===== src/rtl/alu_exec_unit.sv =====
// Execute-stage ALU with valid/ready handshake: single-cycle logic/arithmetic,
// iterative 1-bit-per-cycle shifter, one operation in flight at a time.
module alu_exec_unit #(
   parameter int XLEN = 32
) (
   input  logic            clk,
   input  logic            rst_n,
   input  logic            in_valid,
   output logic            in_ready,
   input  logic [3:0]      alu_sel,
   input  logic [XLEN-1:0] op_a,
   input  logic [XLEN-1:0] op_b,
   output logic            out_valid,
   input  logic            out_ready,
   output logic [XLEN-1:0] result,
   output logic            zero,
   output logic            illegal
);

   localparam int SHW = $clog2(XLEN);

   typedef enum logic [1:0] {IDLE, SHIFT, DONE} state_t;

   state_t          state;
   logic [XLEN-1:0] work;
   logic [SHW-1:0]  cnt;
   logic [1:0]      sh_op;     // alu_sel[1:0] of the latched shift: 01 SLL, 10 SRL, 11 SRA

   logic [XLEN-1:0] calc_res;
   logic            calc_ill;
   logic            is_shift;
   logic [SHW-1:0]  shamt;
   logic [XLEN-1:0] work_nxt;

   assign in_ready  = (state == IDLE);
   assign out_valid = (state == DONE);
   assign shamt     = op_b[SHW-1:0];
   assign is_shift  = (alu_sel == 4'b0101) || (alu_sel == 4'b0110) || (alu_sel == 4'b0111);

   // NOTE: every output of a combinational block gets a default first so no latch is inferred.
   always_comb begin
      calc_res = '0;
      calc_ill = 1'b0;
      case (alu_sel)
         4'b0000: calc_res = op_a + op_b;
         4'b0001: calc_res = op_a - op_b;
         4'b0010: calc_res = op_a & op_b;
         4'b0011: calc_res = op_a | op_b;
         4'b0100: calc_res = op_a ^ op_b;
         4'b0101, 4'b0110, 4'b0111: calc_res = op_a;   // zero-amount shift
         4'b1000: calc_res = XLEN'($signed(op_a) < $signed(op_b));
         4'b1001: calc_res = XLEN'(op_a < op_b);
         default: calc_ill = 1'b1;
      endcase
   end

   always_comb begin
      case (sh_op)
         2'b01:   work_nxt = work << 1;
         2'b10:   work_nxt = work >> 1;
         default: work_nxt = {work[XLEN-1], work[XLEN-1:1]};
      endcase
   end

   // NOTE: sequential state uses non-blocking assignments so every register samples pre-edge values.
   always_ff @(posedge clk) begin
      if (!rst_n) begin
         state   <= IDLE;
         result  <= '0;
         zero    <= 1'b1;
         illegal <= 1'b0;
         work    <= '0;
         cnt     <= '0;
         sh_op   <= '0;
      end else begin
         case (state)
            IDLE: begin
               if (in_valid) begin
                  if (is_shift && (shamt != '0)) begin
                     work  <= op_a;
                     cnt   <= shamt;
                     sh_op <= alu_sel[1:0];
                     state <= SHIFT;
                  end else begin
                     result  <= calc_res;
                     zero    <= (calc_res == '0);
                     illegal <= calc_ill;
                     state   <= DONE;
                  end
               end
            end
            SHIFT: begin
               work <= work_nxt;
               cnt  <= cnt - SHW'(1);
               if (cnt == SHW'(1)) begin
                  result  <= work_nxt;
                  zero    <= (work_nxt == '0);
                  illegal <= 1'b0;
                  state   <= DONE;
               end
            end
            DONE: begin
               if (out_ready) state <= IDLE;
            end
            default: state <= IDLE;
         endcase
      end
   end

endmodule


===== config.mk =====
export PLATFORM = sky130hd
export DESIGN_NAME = alu_exec_unit
export DESIGN_NICKNAME = d
export VERILOG_FILES = /design/src/rtl/alu_exec_unit.sv
export SDC_FILE = /design/constraint.sdc
export NUM_CORES = 1
export LEC_CHECK = 0
export ABC_AREA = 0
export CORE_MARGIN = 2
export CORE_UTILIZATION = 56
export DETAILED_ROUTE_END_ITERATION = 10
export PLACE_DENSITY = 0.77
export SYNTH_ARGS = -nofsm -noshare
export SYNTH_HDL_FRONTEND = slang
export SYNTH_SLANG_ARGS = --single-unit

===== constraint.sdc =====
create_clock -name clk -period 4.9 [get_ports clk]
set_input_delay 0.98 -clock clk [delete_from_list [all_inputs] [get_ports clk]]
set_output_delay 0.98 -clock clk [all_outputs]
set_load 0.02 [all_outputs]

==> reports/results.txt <==
Sequential area share after synthesis = 15.1%
Most frequent cells in the layout = 226 x nand2_1, 165 x buf_4, 136 x a21oi_1
FFs w/ async S/R, synth = 0%
Die X-Extent = 137 um
Via Count = 12,298
Setup Skew = 0.00568 ns
Worst-Margin Slew = 0.783 ns
Final HPWL DP = 32,500 um
Crit path largest cell delay = 0.65 ns
Fin crit share = 96.7%
Max_cap viols = 0
Register area = 0.00150 mm2
Synth warn = 0
Crit-path cells = clkdlybuf4s50_1 > ha_1 > inv_1 > fa_1 > nor2b_1 > o211ai_1 > and2_1 > o221a_2 > o31a_1 > xnor2_1 > a211oi_1 > nand4_1 > nor4_1 > a41o_1
Final setup fails = 0
RSZ-0062 raised after global routing = no
DRT iter0 DRCs = 1,643
Relative slew slack = 47.7%
Final antenna diode count = 0
Core area = 0.0174 mm2
Yosys cell types = 97
Top_reg_cell synth = dfxtp_1
Root Buffer Master = clkbuf_16
Worst vdd ir = 0.000285 V
Final hold violations = 0
Via/cell ratio = 6.64
I/O pin total = 108
Core occupancy in the finished layout = 71.7%
Tot Pwr = 2.58 mW
Final worst path period need = 4.74 ns
Syn Std Cell Area = 0.00997 mm2
TritonCTS clock tree = built
Fmax = 0.211 GHz
Post-Synthesis Cells = 1,437
Port Buffers = 107
Max-slew violation count = 0
CP delay by family, top = compound AO/OA/AOI/OAI gates
#FFs+latches synth = 75
Number of iterations in the first detailed-routing pass = 9
# DRC = 0
H-tree depth = 3
HP Class = flip-flop to flip-flop
Worst R2R Start = state[0]
Grt total ovfl = 0
Worst Reg-to-Reg Cells = 12
Post-Syn Nets = 1,628
Hold Path Depth = 2
Fill count = 1,485
Crit path buf inv count = 2
Clock Pin Slew Worst Setup and Hold Paths = 0.06 ns
Standard-cell rows = 48
Cell area after layout = 0.0124 mm2
Pleak = 5.33 nW
Area of the multi-input gates = 0.00762 mm2
Layout Nets = 1,814
Clock Tree Buf Depth = 2
Cell area after placement = 0.0122 mm2
Drt total wl = 41,100 um
Vias in the first global route = 11,380
Height of the die = 137 um
Worst EP arrival = 5.02 ns
Layout area overhead = 24.7%
Routed len/inst = 22.2 um
Overall Global Routing Usage = 42.9%
Hold path startpoint = result[19]
Post-synth EDFFs = 0
Flop2flop setup slack = 1.60 ns
Final GP Congestion = 1.01
Initial antenna violation count = 0
Outcome = finished, final reports clean
ANT nets after route = 0
Initial core utilization = 57.5%
Syn Area/Cell = 6.94 um2
Min-Delay Endpoint = result[19]
Worst setup SP type = input pin
Post-CTS Setup Inserts = 0
Full die area = 0.0189 mm2
RR Endpoint = zero
Commonest non-fill, non-tap cell in the layout = nand2_1
Crit-path max FO = 4
Inserted Clock Buffers = 9
Layout cells sized above 1 = 13.9%
Worst skew pair latency = 0.34 ns
PwrDens = 207 mW/mm2
Global-route wire length before repair = 62,600 um
Crit path kind = input pin to flip-flop
Crit end category = flip-flop
CP max-delay cell = a211oi_1
Number of clock sinks = 75
Critical Path RT = 5.18 ns
Largest net degree at the start of global routing = 59
==> area by class of cell <==
class	instances	area share, %
inverter	107	3.23
timing repair buffer	274	18.9
sequential	75	12.1
multi-input combinational	1156	61.3
clock inverter	4	0.211
tap	225	2.26
clock buffer	11	2.03
==> flip-flops by register name, indices dropped and copies added, names as in the netlist <==
signal / cells
illegal: 1
state: 2
work: 32
sh_op: 2
zero: 1
result: 32
cnt: 5
==> power by group <==
| group | internal [mW] | switching [mW] | total, mW |
|---|---|---|---|
| Sequential | 0.652 | 0.0330 | 0.685 |
| Clock | 0.366 | 0.251 | 0.617 |
| Combinational | 0.525 | 0.749 | 1.27 |
==> tightest hold or removal path, cell delays in order (launching register included) <==
cell	delay [ns]
dfxtp_1	0.31
nand2_1	0.05
a21oi_1	0.05
==> layer usage <==
metal | global-route usage (%) | up-vias | part of all wire, %
met5 | 0 | - | 0
met4 | 16.7 | 0 | 4.3
met3 | 7.25 | 174 | 12
met2 | 67.8 | 883 | 43
met1 | 58.0 | 5631 | 41
li1 | - | 5610 | -
==> synthesized netlist by cell type (all sizes together) (6+ instances only) <==
cell type / instances / area share [%]
o31ai: 21 / 1.6
o221ai: 11 / 0.97
o211ai: 28 / 2.1
nand2b: 7 / 0.44
a31oi: 37 / 2.4
nand4: 18 / 1.1
a211oi: 26 / 2.0
inv: 107 / 4.0
dfxtp: 75 / 15
a22oi: 36 / 2.7
ha: 117 / 15
and2: 17 / 1.1
mux2i: 16 / 1.6
a21o: 19 / 1.5
nor3b: 8 / 0.60
clkbuf: 63 / 2.4
a21oi: 137 / 6.9
a311oi: 6 / 0.53
a211o: 8 / 0.72
buf: 36 / 2.4
a21boi: 7 / 0.53
nand3b: 7 / 0.53
nor2: 98 / 3.7
nor4: 19 / 1.4
o21a: 9 / 0.68
a221oi: 8 / 0.77
xnor2: 8 / 0.70
o22ai: 9 / 0.56
nand3: 34 / 1.7
nor2b: 14 / 0.88
o21ai: 63 / 3.2
or3: 11 / 0.69
and3: 6 / 0.40
nand2: 226 / 8.5
nor3: 28 / 1.5
==> stage by stage <==
step | setup TNS [ns] | instances | worst slack (ns) | hold WS, ns
final | 0 | 1852 | 0.160 | 0.455
after global routing | 0 | 1852 | 0.0188 | 0.477
after CTS | 0 | 1852 | 0.231 | 0.458
after detailed placement | -0.149 | 1837 | -0.0917 | 0.445
after global placement | -0.107 | 1837 | -0.0769 | 0.438
after floorplan | 0 | 1437 | 0.929 | 0.455
==> cells by family (layout without fill, tap and decap cells) <==
| family | after synthesis | count (layout) | share of synthesized area (%) |
|---|---|---|---|
| flip-flops | 75 | 75 | 15.1 |
| multiplexers | 18 | 18 | 1.83 |
| AO/OA/AOI/OAI | 497 | 497 | 34.0 |
| XOR/XNOR | 10 | 10 | 0.878 |
| buffers and inverters | 206 | 396 | 8.88 |
| adder cells (fa/ha/maj) | 119 | 119 | 15.1 |
| AND/OR/NAND/NOR | 512 | 512 | 24.2 |
==> timing repair <==
action	in CTS	in global routing
hold buffers	0	0
endpoints found under the setup margin	0	1
resized for setup	0	2
==> worst max-delay path by stage <==
stage / cells after the start / endpoint / startpoint / slack [ns]
after global routing: 16 / zero / op_a[0] / 0.02
after detailed placement: 15 / zero / op_b[0] / -0.09
after global placement: 15 / zero / op_b[0] / -0.08
after CTS: 15 / zero / op_a[0] / 0.23
final: 14 / zero / op_a[0] / 0.16
after floorplan: 13 / result[25] / op_a[1] / 0.93
Note: power is estimated with default switching activity, not from simulation.
